==> config.mk <==
export PLATFORM = sky130hd
export DESIGN_NAME = control_fsm
export DESIGN_NICKNAME = d
export VERILOG_FILES = /design/src/rtl/control_fsm.sv
export SDC_FILE = /design/constraint.sdc
export NUM_CORES = 1
export LEC_CHECK = 0
export ABC_AREA = 1
export BUFFER_PORTS_ARGS = -buffer_cell sky130_fd_sc_hd__buf_2
export CORE_UTILIZATION = 35
export CTS_CLUSTER_DIAMETER = 200
export DETAILED_ROUTE_END_ITERATION = 8
export GPL_TIMING_DRIVEN = 1
export MAX_ROUTING_LAYER = met4
export PLACE_DENSITY = 0.8
export RECOVER_POWER = 50
export SKIP_CTS_REPAIR_TIMING = 1
export SLEW_MARGIN = 20
export SYNTH_ARGS = -nofsm -noshare
export SYNTH_HDL_FRONTEND = slang
export SYNTH_SLANG_ARGS = --single-unit
==> constraint.sdc <==
create_clock -name clk -period 2.4 [get_ports clk]
set_input_delay 0.36 -clock clk [delete_from_list [all_inputs] [get_ports clk]]
set_output_delay 0.36 -clock clk [all_outputs]
set_load 0.01 [all_outputs]
==> src/rtl/control_fsm.sv <==
// Multi-cycle datapath controller: sequences fetch, decode, ALU, load/store,
// jump and branch phases and drives the datapath select lines and load strobes.
module control_fsm #(
  parameter int WIDTH = 16,
  parameter int PSRL  = 5
) (
  input  logic             clk,
  input  logic             reset,
  input  logic [WIDTH-1:0] instr,
  input  logic [PSRL-1:0]  psr,
  input  logic             mem_ready,
  output logic             pc_s,
  output logic             mem_s,
  output logic [1:0]       wd_s,
  output logic [1:0]       alua_s,
  output logic [1:0]       alub_s,
  output logic             inst_en,
  output logic             pc_en,
  output logic             alu_out_en,
  output logic             mem_reg_en,
  output logic             psr_en,
  output logic             reg_wr,
  output logic             mem_wr,
  output logic             se_sign,
  output logic             add_force,
  output logic [3:0]       state
);

  typedef enum logic [3:0] {
    FETCH  = 4'd0,
    DECODE = 4'd1,
    RTYPE  = 4'd2,
    ITYPE  = 4'd3,
    ALUWB  = 4'd4,
    MOVI   = 4'd5,
    MEMRD  = 4'd6,
    LDWB   = 4'd7,
    MEMWR  = 4'd8,
    JUMP   = 4'd9,
    BRANCH = 4'd10
  } state_t;

  localparam logic [3:0] OP_RTYPE  = 4'b0000;
  localparam logic [3:0] OP_ADDI   = 4'b0001;
  localparam logic [3:0] OP_SUBI   = 4'b0010;
  localparam logic [3:0] OP_ANDI   = 4'b0011;
  localparam logic [3:0] OP_MEM    = 4'b0100;
  localparam logic [3:0] OP_ADDUI  = 4'b0101;
  localparam logic [3:0] OP_SUBCI  = 4'b1001;
  localparam logic [3:0] OP_CMPI   = 4'b1011;
  localparam logic [3:0] OP_BRANCH = 4'b1100;
  localparam logic [3:0] OP_MOVI   = 4'b1101;

  localparam logic [3:0] EXT_NOP  = 4'b0000;
  localparam logic [3:0] EXT_CMP  = 4'b1011;
  localparam logic [3:0] EXT_LOAD = 4'b0000;
  localparam logic [3:0] EXT_STOR = 4'b0100;
  localparam logic [3:0] EXT_JCND = 4'b1100;

  state_t state_q, state_d;

  logic [3:0] op, rd, ext;
  logic       flag_n, flag_z, flag_f, flag_l, flag_c;
  logic       itype_op, itype_signed, cond_taken;
  logic       unused_bits;

  assign op  = instr[15:12];
  assign rd  = instr[11:8];
  assign ext = instr[7:4];

  assign {flag_n, flag_z, flag_f, flag_l, flag_c} = psr[4:0];

  // Low immediate bits and any extra instr/psr width are the datapath's concern.
  assign unused_bits = ^{instr, psr};

  assign itype_op = (op == OP_ADDI)  || (op == OP_SUBI)  || (op == OP_ANDI) ||
                    (op == OP_ADDUI) || (op == OP_SUBCI) || (op == OP_CMPI);
  assign itype_signed = (op == OP_ADDUI) || (op == OP_SUBCI) || (op == OP_CMPI);

  always_comb begin
    unique case (rd)
      4'b0000: cond_taken = flag_z;
      4'b0001: cond_taken = !flag_z;
      4'b0010: cond_taken = flag_c;
      4'b0011: cond_taken = !flag_c;
      4'b0110: cond_taken = flag_n;
      4'b0111: cond_taken = !flag_n;
      4'b1000: cond_taken = flag_f;
      4'b1001: cond_taken = !flag_f;
      4'b1010: cond_taken = flag_l;
      4'b1011: cond_taken = !flag_l;
      4'b1110: cond_taken = 1'b1;
      default: cond_taken = 1'b0;
    endcase
  end

  // NOTE: sequential state uses non-blocking assignments so every flop samples
  // the pre-edge value of its inputs regardless of process ordering.
  always_ff @(posedge clk or posedge reset) begin
    if (reset) state_q <= FETCH;
    else       state_q <= state_d;
  end

  // NOTE: every output and state_d gets a default before the case statement;
  // any path that skipped an assignment would otherwise infer a latch.
  always_comb begin
    state_d    = FETCH;
    pc_s       = 1'b0;
    mem_s      = 1'b0;
    wd_s       = 2'd0;
    alua_s     = 2'd0;
    alub_s     = 2'd0;
    inst_en    = 1'b0;
    pc_en      = 1'b0;
    alu_out_en = 1'b0;
    mem_reg_en = 1'b0;
    psr_en     = 1'b0;
    reg_wr     = 1'b0;
    mem_wr     = 1'b0;
    se_sign    = 1'b0;
    add_force  = 1'b0;

    // Strobes are gated by reset too, so a fetch cannot fire while held in reset.
    if (reset) begin
      mem_s = 1'b1;
    end else begin
      unique case (state_q)
        FETCH: begin
          mem_s = 1'b1;
          if (mem_ready) begin
            inst_en   = 1'b1;
            pc_en     = 1'b1;
            pc_s      = 1'b1;
            alua_s    = 2'd1;
            alub_s    = 2'd2;
            add_force = 1'b1;
            state_d   = DECODE;
          end else begin
            state_d = FETCH;
          end
        end

        DECODE: begin
          if (op == OP_RTYPE) begin
            state_d = (ext == EXT_NOP) ? FETCH : RTYPE;
          end else if (itype_op) begin
            state_d = ITYPE;
          end else if (op == OP_MOVI) begin
            state_d = MOVI;
          end else if (op == OP_MEM) begin
            unique case (ext)
              EXT_LOAD: state_d = MEMRD;
              EXT_STOR: state_d = MEMWR;
              EXT_JCND: state_d = JUMP;
              default:  state_d = FETCH;
            endcase
          end else if (op == OP_BRANCH) begin
            state_d = BRANCH;
          end else begin
            state_d = FETCH;
          end
        end

        RTYPE: begin
          alu_out_en = 1'b1;
          psr_en     = 1'b1;
          state_d    = (ext == EXT_CMP) ? FETCH : ALUWB;
        end

        ITYPE: begin
          alua_s     = 2'd2;
          se_sign    = itype_signed;
          alu_out_en = 1'b1;
          psr_en     = 1'b1;
          state_d    = (op == OP_CMPI) ? FETCH : ALUWB;
        end

        ALUWB: begin
          wd_s   = 2'd3;
          reg_wr = 1'b1;
        end

        MOVI: begin
          wd_s   = 2'd0;
          reg_wr = 1'b1;
        end

        MEMRD: begin
          if (mem_ready) begin
            mem_reg_en = 1'b1;
            state_d    = LDWB;
          end else begin
            state_d = MEMRD;
          end
        end

        LDWB: begin
          wd_s   = 2'd2;
          reg_wr = 1'b1;
        end

        // mem_wr stays high for the whole stall so the memory sees a stable request.
        MEMWR: begin
          mem_wr  = 1'b1;
          state_d = mem_ready ? FETCH : MEMWR;
        end

        JUMP: begin
          if (cond_taken) begin
            pc_s  = 1'b0;
            pc_en = 1'b1;
          end
        end

        BRANCH: begin
          if (cond_taken) begin
            alua_s    = 2'd1;
            alub_s    = 2'd1;
            se_sign   = 1'b1;
            add_force = 1'b1;
            pc_s      = 1'b1;
            pc_en     = 1'b1;
          end
        end

        default: state_d = FETCH;
      endcase
    end
  end

  assign state = state_q;

endmodule

==> run metrics <==
status finished, final reports clean; most frequent cells in the layout 40 x nand2_1, 33 x buf_2, 23 x nor2_1, 19 x inv_1, 11 x nand3_1; setup TNS 0 ns; Data arrival, critical path 1.74 ns; Avg Inst Size Synth 5.10 µm²; initial antenna violation count 0; vias per cell 4.66; setup violators final 0; worst-skew pair later-pin latency 0.24 ns; Die H 45.0 µm; crit end category output port; CTS max path bufs 2; RD Place Congestion between 0.8 and 0.9; Initial Util 37.5%; post-route ant nets 0; commonest non-fill, non-tap cell in the layout nand2_1; Worst Skew about 0.0095 ns; Initial DRC Count 12; Die Span X about 45 µm; P_leak between 0.5 and 0.6 nW; syn nets 151; vias in the first global route 754; critical path launch point type flip-flop; Num CTS Buffers 3; fillers 205; DR DRC count 0; CP required a little over 2 ns; Peak VDD IR approximately 280 µV; Synth Instances 127; Slew Viols, Final 0; slew of the pin with the lowest slew margin 0.618 ns; Core Region 1730 µm²; Yosys reg bits 4; Final min period 2.10 ns; mapped cell area between 600 and 700 µm²; num ports 45; final WL 1730 µm; CP Class flip-flop to output port; Final Hold Fails 0; average wire per standard cell 9.06 µm; unrepaired setup endpoints after global routing no; fmax between 0.4 and 0.5 GHz; Yosys cell types 19; via count 891; antenna cells 0; CTS root buf clkbuf_4; Warnings, synthesis 0; H-tree level count 1; gr ovfl total 0; worst hold margin 0.317 ns; first-pass GRT wire length approximately 2800 µm; max FFs per register 4; DRT Pass-1 Iters 4; max_cap viols 0; worst-path fanout max 7; Max-slew headroom 58.8%; Seq/Total Area, Yosys 15.4%; Port Buf Inserts 40; Worst Hold Class input pin to asynchronous set/reset pin; Global Route Usage Sum 19.3%; CTS clk-pin slew, worst paths 0.04 ns; Pwr Density 308 nW/µm²; DPL Wire Length between 1000 and 1500 µm; fraction of layout cells with a size suffix above 1 24.7%; largest net degree at the start of global routing 15; die area between 2000 and 2500 µm²; area grow syn2layout 32.6%; nets 192; fin crit share 87.5%; CTS tree built; floorplan row count 15; Num Clock Sinks 4
[layout make-up]
class                      instances  area, µm²  area share, %
inverter                          21       78.8           9.17
clock buffer                       3       22.5           2.62
tap                               25       31.3           3.64
timing repair buffer              40        191           22.3
sequential                         4        100           11.6
multi-input combinational         98        435           50.7
[metal layers]
metal / vias up / routed length (µm) / global-route usage [%]
met1: 385 / 719 / 19.6
li1: 474 / - / -
met3: 3 / 95 / 3.60
met2: 29 / 901 / 35.9
met5: - / 0 / -
met4: 0 / 14 / 7.27
[critical path, stage by stage, from the launching register on]
cell,delay [ns]
dfrtp_1,0.41
or2_0,0.44
nor2_2,0.15
nand2_1,0.12
nor2_2,0.14
inv_2,0.06
nand2_1,0.07
buf_2,0.13
[metrics by stage]
step	cells	cell area, µm²	power (mW)	utilization (%)	setup slack [ns]
after floorplan	127	648	0.143	-	0.597
after global placement	188	850	0.179	49.2	0.674
after detailed placement	188	850	0.183	49.2	0.629
after CTS	191	872	0.268	50.5	0.378
after global routing	191	860	0.291	49.8	0.167
final	191	860	0.264	49.8	0.299
[synthesized netlist by cell type]
| library cell | n | area [µm²] |
|---|---|---|
| a21oi_1 | 5 | 25.0 |
| a21oi_2 | 1 | 8.76 |
| buf_4 | 2 | 15.0 |
| buf_6 | 1 | 11.3 |
| clkbuf_1 | 1 | 3.75 |
| dfrtp_1 | 4 | 100 |
| inv_1 | 19 | 71.3 |
| inv_2 | 2 | 7.51 |
| nand2_1 | 40 | 150 |
| nand3_1 | 11 | 55.1 |
| nand4_1 | 2 | 12.5 |
| nor2_1 | 23 | 86.3 |
| nor2_2 | 2 | 12.5 |
| nor2_8 | 1 | 20.0 |
| nor3_1 | 7 | 35.0 |
| nor4_1 | 1 | 6.26 |
| o21ai_0 | 3 | 15.0 |
| or2_1 | 1 | 6.26 |
| or3_1 | 1 | 6.26 |
[logic make-up (layout without fill, tap and decap cells)]
family                 after synthesis  count (layout)  share of synthesized area (%)
AND/OR/NAND/NOR                     89              89                           60.2
flip-flops                           4               4                           15.4
AO/OA/AOI/OAI                        9               9                           7.53
buffers and inverters               25              64                           16.8
[worst paths after layout]
kind | start | endpoint | slack [ns] | depth (start not counted)
worst max-delay path | state[2]$_DFF_PP0_ | pc_s | 0.30 | 7
worst min-delay path | reset | state[1]$_DFF_PP0_ | 0.32 | 2
worst max register to register | state[2]$_DFF_PP0_ | state[2]$_DFF_PP0_ | 0.93 | 6
worst min register to register | state[3]$_DFF_PP0_ | state[1]$_DFF_PP0_ | 0.62 | 3
max in group asynchronous | reset | state[2]$_DFF_PP0_ | 1.87 | 2
min in group clk | mem_ready | state[3]$_DFF_PP0_ | 0.45 | 3
[power by group]
group          internal [mW]  leakage, nW  switching (mW)  total, mW
sequential            0.0704       0.0547         0.00275     0.0732
clock                 0.0559       0.0138          0.0281     0.0840
combinational         0.0401        0.451          0.0672      0.107
Note: power is estimated with default switching activity, not from simulation.
